$ cat src/rtl/tcam_pkg.sv
// Shared types and the ternary compare helper for the TCAM lookup core.
package tcam_pkg;

  localparam int TCAM_W = 32;

  typedef struct packed {
    logic              valid;
    logic [TCAM_W-1:0] value;
    logic [TCAM_W-1:0] mask;
  } entry_t;

  // A bit is don't-care when set in either the stored mask or the key mask.
  function automatic logic tcam_bit_match(input logic [TCAM_W-1:0] value,
                                          input logic [TCAM_W-1:0] mask,
                                          input logic [TCAM_W-1:0] key,
                                          input logic [TCAM_W-1:0] kmask);
    return ((value ^ key) & ~mask & ~kmask) == '0;
  endfunction

endpackage

$ cat src/rtl/tcam_prio_enc.sv
// Fixed-priority encoder: lowest set bit of the match vector wins.
module tcam_prio_enc #(
  parameter int TCAM_DEPTH = 16,
  localparam int TCAM_INDEX_WIDTH = $clog2(TCAM_DEPTH)
) (
  input  logic [TCAM_DEPTH-1:0]       match_i,
  output logic                        hit_o,
  output logic [TCAM_INDEX_WIDTH-1:0] idx_o
);

  always_comb begin
    hit_o = |match_i;
    idx_o = '0;
    for (int e = TCAM_DEPTH - 1; e >= 0; e--) begin
      if (match_i[e]) idx_o = TCAM_INDEX_WIDTH'(e);
    end
  end

endmodule

$ cat src/rtl/tcam_core.sv
// Ternary CAM core: indexed writes, parallel search with a one-cycle registered result.
module tcam_core
  import tcam_pkg::*;
#(
  parameter int TCAM_WIDTH = TCAM_W,
  parameter int TCAM_DEPTH = 16,
  localparam int TCAM_INDEX_WIDTH = $clog2(TCAM_DEPTH)
) (
  input  logic                        clk,
  input  logic                        rst,
  input  logic                        data_we,
  input  logic [TCAM_INDEX_WIDTH-1:0] data_idx,
  input  logic [TCAM_WIDTH-1:0]       data_i,
  input  logic [TCAM_WIDTH-1:0]       data_mask,
  output logic                        index_rdy,
  output logic [TCAM_INDEX_WIDTH-1:0] index_o
);

  entry_t                        entry_q [TCAM_DEPTH];
  entry_t                        entry_d [TCAM_DEPTH];
  logic [TCAM_DEPTH-1:0]         match;
  logic                          enc_hit;
  logic [TCAM_INDEX_WIDTH-1:0]   enc_idx;
  logic                          index_rdy_q, index_rdy_d;
  logic [TCAM_INDEX_WIDTH-1:0]   index_o_q, index_o_d;

  // Index decode by equality, so out-of-range indices on non-power-of-2 depths write nothing.
  always_comb begin
    for (int e = 0; e < TCAM_DEPTH; e++) begin
      entry_d[e] = entry_q[e];
      if (data_we && (data_idx == TCAM_INDEX_WIDTH'(e))) begin
        entry_d[e].valid = 1'b1;
        entry_d[e].value = data_i;
        entry_d[e].mask  = data_mask;
      end
    end
  end

  always_comb begin
    for (int e = 0; e < TCAM_DEPTH; e++) begin
      match[e] = entry_q[e].valid &&
                 tcam_bit_match(entry_q[e].value, entry_q[e].mask, data_i, data_mask);
    end
  end

  tcam_prio_enc #(
    .TCAM_DEPTH (TCAM_DEPTH)
  ) u_prio_enc (
    .match_i (match),
    .hit_o   (enc_hit),
    .idx_o   (enc_idx)
  );

  always_comb begin
    index_rdy_d = ~data_we & enc_hit;
    index_o_d   = index_rdy_d ? enc_idx : index_o_q;
  end

  always_ff @(posedge clk or posedge rst) begin
    if (rst) begin
      for (int e = 0; e < TCAM_DEPTH; e++) entry_q[e] <= '0;
      index_rdy_q <= 1'b0;
      index_o_q   <= '0;
    end else begin
      for (int e = 0; e < TCAM_DEPTH; e++) entry_q[e] <= entry_d[e];
      index_rdy_q <= index_rdy_d;
      index_o_q   <= index_o_d;
    end
  end

  assign index_rdy = index_rdy_q;
  assign index_o   = index_o_q;

endmodule

$ cat config.mk
export PLATFORM = sky130hd
export DESIGN_NAME = tcam_core
export DESIGN_NICKNAME = d
export VERILOG_FILES = /design/src/rtl/tcam_pkg.sv /design/src/rtl/tcam_prio_enc.sv /design/src/rtl/tcam_core.sv
export SDC_FILE = /design/constraint.sdc
export NUM_CORES = 2
export LEC_CHECK = 0
export ABC_AREA = 0
export CELL_PAD_IN_SITES_DETAIL_PLACEMENT = 1
export CELL_PAD_IN_SITES_GLOBAL_PLACEMENT = 2
export CORE_AREA = 2 2 374 376
export CTS_CLUSTER_SIZE = 25
export DETAILED_ROUTE_END_ITERATION = 7
export DIE_AREA = 0 0 376 378
export HOLD_SLACK_MARGIN = 0.08
export PLACE_DENSITY_LB_ADDON = 0.1
export SYNTH_ARGS = -nofsm -noshare
export SYNTH_HDL_FRONTEND = slang
export SYNTH_HIERARCHICAL = 1
export SYNTH_SLANG_ARGS = --single-unit
$ cat constraint.sdc
create_clock -name clk -period 40 [get_ports clk]
set_input_delay 8 -clock clk [delete_from_list [all_inputs] [get_ports clk]]
set_output_delay 8 -clock clk [all_outputs]
set_load 0.01 [all_outputs]
==> qor.csv <==
stage,metric,value,unit
logic_synthesis,"top cells by count, synth","dfrtp_1, mux2_2, nor3_1, xnor2_1, clkbuf_1",
floorplan,Rows,137,
power,PD cells,59.28,mW/mm2
logic_synthesis,post-synth top area share,0.5445,
clock_network,root buf cell,clkbuf_16,
routing,DR pass1 iterations,5,
run_status,failing checks,"max-capacitance violations, max-slew violations",
logic_synthesis,ys async rst share,1.000,
setup_path,Slowest cell on crit path,buf_4,
setup_path,max incr delay on CP,0.90,ns
routing,Vias/cell,5.208,
logic_synthesis,Ys Warns,6,
logic_synthesis,post-synthesis xor/xnor area fraction,0.09337,
sta,setup TNS,0,ns
setup_path,crit path kind,in -> async,
floorplan,die area,0.1421,mm2
logic_synthesis,distinct cell type count after synthesis,32,
power,peak supply drop,0.03883,mV
placed_design,dpl hpwl,96410,um
clock_network,TritonCTS clock tree,done,
sta,Worst Tran Pin Value,1.538,ns
floorplan,initial core utilization,0.3467,
sta,RSZ-0062 raised after global routing,no,
sta,final setup violating endpoints,0,
routing,via count,28973,
sta,fin crit share,0.3008,
routing,Initial DRC Count,1373,
clock_network,Clock Path Buffers,3,
placed_design,# port buffers,75,
sta,relative slew slack,-0.03459,
setup_path,crit-path max FO,181,
sta,clk_skew,0.03835,ns
clock_network,Post-CTS Hold Fix Bufs,0,
power,Overall Power,0.003228,W
final_layout,fin nets,3728,
logic_synthesis,main combinational cell family by area after synthesis,multiplexers,
final_layout,share of cells above drive strength 1,0.3388,
placed_design,routability congestion estimate,0.7953,
placed_design,area post-placement,0.05035,mm2
setup_path,startpoint types,input pin,
global_route,Tot GR Track Use,0.2152,
logic_synthesis,"count leader, synth",dfrtp_1,
power,Leak,22.21,nW
clock_network,setup repair bufs after CTS,0,
logic_synthesis,Main synth FF type,dfrtp_1,
clock_network,clk slew on worst S/H paths,0.06,ns
global_route,largest net degree at the start of global routing,182,
logic_synthesis,register area share after synthesis,0.5445,
clock_network,worst-skew pair later-pin latency,0.75,ns
final_layout,fin area,0.05445,mm2
sta,Peak Freq,0.08312,GHz
floorplan,Die Y,378,um
logic_synthesis,adder-cell share of the synthesized area,0,
setup_path,"Req. time, crit path",40.73,ns
setup_path,arrival time worst endpoint,12.76,ns
clock_network,Post-CTS Resized,0,
sta,Fin. Hold Viols,0,
logic_synthesis,post-synthesis cell area,0.04802,mm2
global_route,first-pass GRT wire length,224000,um
routing,Routed Antenna Nets,0,
logic_synthesis,compound-cell area share of the yosys netlist,0.004195,
sta,worst hold slack,0.4653,ns
floorplan,CORE AREA,0.1385,mm2
sta,crit path time final,12.03,ns
clock_network,total CTS buffers,121,
clock_network,H-tree levels,3,
routing,DRC Markers,0,
logic_synthesis,synthesized flop and latch total,1045,
global_route,total gr overflow,0,
floorplan,Die X,376,um
routing,drt total wl,150200,um
global_route,initial antenna violation count,7,
sta,max-slew violation count,2,
routing,wire per inst,27.00,um
logic_synthesis,Simple-Gate Fraction of Synth Area,0.08040,
flow_run,max-cap violation count,1,
logic_synthesis,cell taking the most area after synthesis,dfrtp_1,
clock_network,Num Clock Sinks,1045,
global_route,vias in the first global route,31864,
min_path,worst min path class,reg -> reg,
logic_synthesis,Cells after Synth,3686,
run_status,status,finished with violations,
logic_synthesis,synth top area cells,"dfrtp_1, mux2_2, xnor2_1, nor3_1, mux2_1",
final_layout,Area Growth Syn to Fin,13.37,%
logic_synthesis,number of synthesized flops with an enable pin,0,
logic_synthesis,syn_nets,3757,
floorplan,io pins,76,
setup_path,crit-path cells,"clkdlybuf4s50_1, inv_8, buf_12, buf_4, buf_12, buf_4",
setup_path,Crit. End Element,async pin,
logic_synthesis,Mean Syn Cell Area,13.03,um2
logic_synthesis,mux contribution to synthesized area,0.2449,
## layer usage
layer,part of all wire,track usage
met3,0.033,0.02721
met1,0.47,0.3004
met5,0,0
met2,0.48,0.3579
met4,0.016,0.04619
## flip-flops by register name (all words and copies together), names as in the netlist
name       flops
entry_q     1040
index_o        4
index_rdy      1
## worst max-delay path, delay by kind of cell
family,cells,cell delay [ns]
buf+inv,6,4.00
## area by class of cell
class	instances	area, um2
inverters	4	22.52
fillers	14141	84060
multi-input cells	2300	20500
repair buffers	185	1414
clock buffers	180	3572
clock inverters	37	516.7
flip-flops and latches	1045	26150
diodes	5	12.51
well taps	1807	2261
## layout by cell type (no fill, tap or decap), types with 3 or more instances in the layout
cell type,synthesis,routed
clkbuf_16,0,123
nor2_1,17,8
dfrtp_1,1045,1045
mux2_1,134,134
nand2_1,7,6
o311ai_1,0,4
buf_4,7,107
nor3_1,529,528
clkinv_2,0,17
diode_2,0,5
clkinvlp_4,0,3
clkbuf_8,0,28
nand3_1,19,19
nor4_2,1,10
bufinv_16,0,11
nor2_4,0,9
a21oi_1,3,3
clkdlybuf4s50_1,0,38
mux2_4,49,49
inv_1,4,3
nand2b_4,0,3
or2_2,10,10
mux2_2,845,845
nor4_1,113,104
nand2b_1,12,9
xnor2_1,512,512
o311ai_0,16,10
buf_2,149,38
nand4_1,16,16
clkbuf_1,171,29
## stage by stage
step,util,cells,setup slack [ns]
after floorplan,-,3686,2.588
after global placement,0.3632,5338,27.30
after detailed placement,0.3635,5341,27.14
after CTS,0.3930,5558,27.97
after global routing,0.3930,5558,27.41
final,0.3931,5563,27.97
## kinds of logic after synthesis
| group | after synthesis |
|---|---|
| flops | 1045 |
| mux | 1028 |
| simple gates | 734 |
| xor+xnor | 512 |
| buf+inv | 341 |
| compound gates | 26 |
## final timing paths
check	from	endpoint	slack, ns	cells past startpoint
hold / removal	entry_q[909]	entry_q[909]	0.47	1
max in group clk	data_mask[31]	index_o[2]	28.52	11
setup / recovery	rst	entry_q[283]	27.97	6
hold reg to reg	entry_q[909]	entry_q[909]	0.47	1
min in group asynchronous	rst	entry_q[538]	7.77	2
setup reg to reg	entry_q[884]	index_o[2]	36.14	10
## report_power, final
group          switching (W)  internal [W]
Sequential          0.000147       0.00130
Combinational       0.000307      0.000332
Clock               0.000456      0.000683
Total               0.000909       0.00232
No activity file was read; power rests on OpenSTA's default activity.
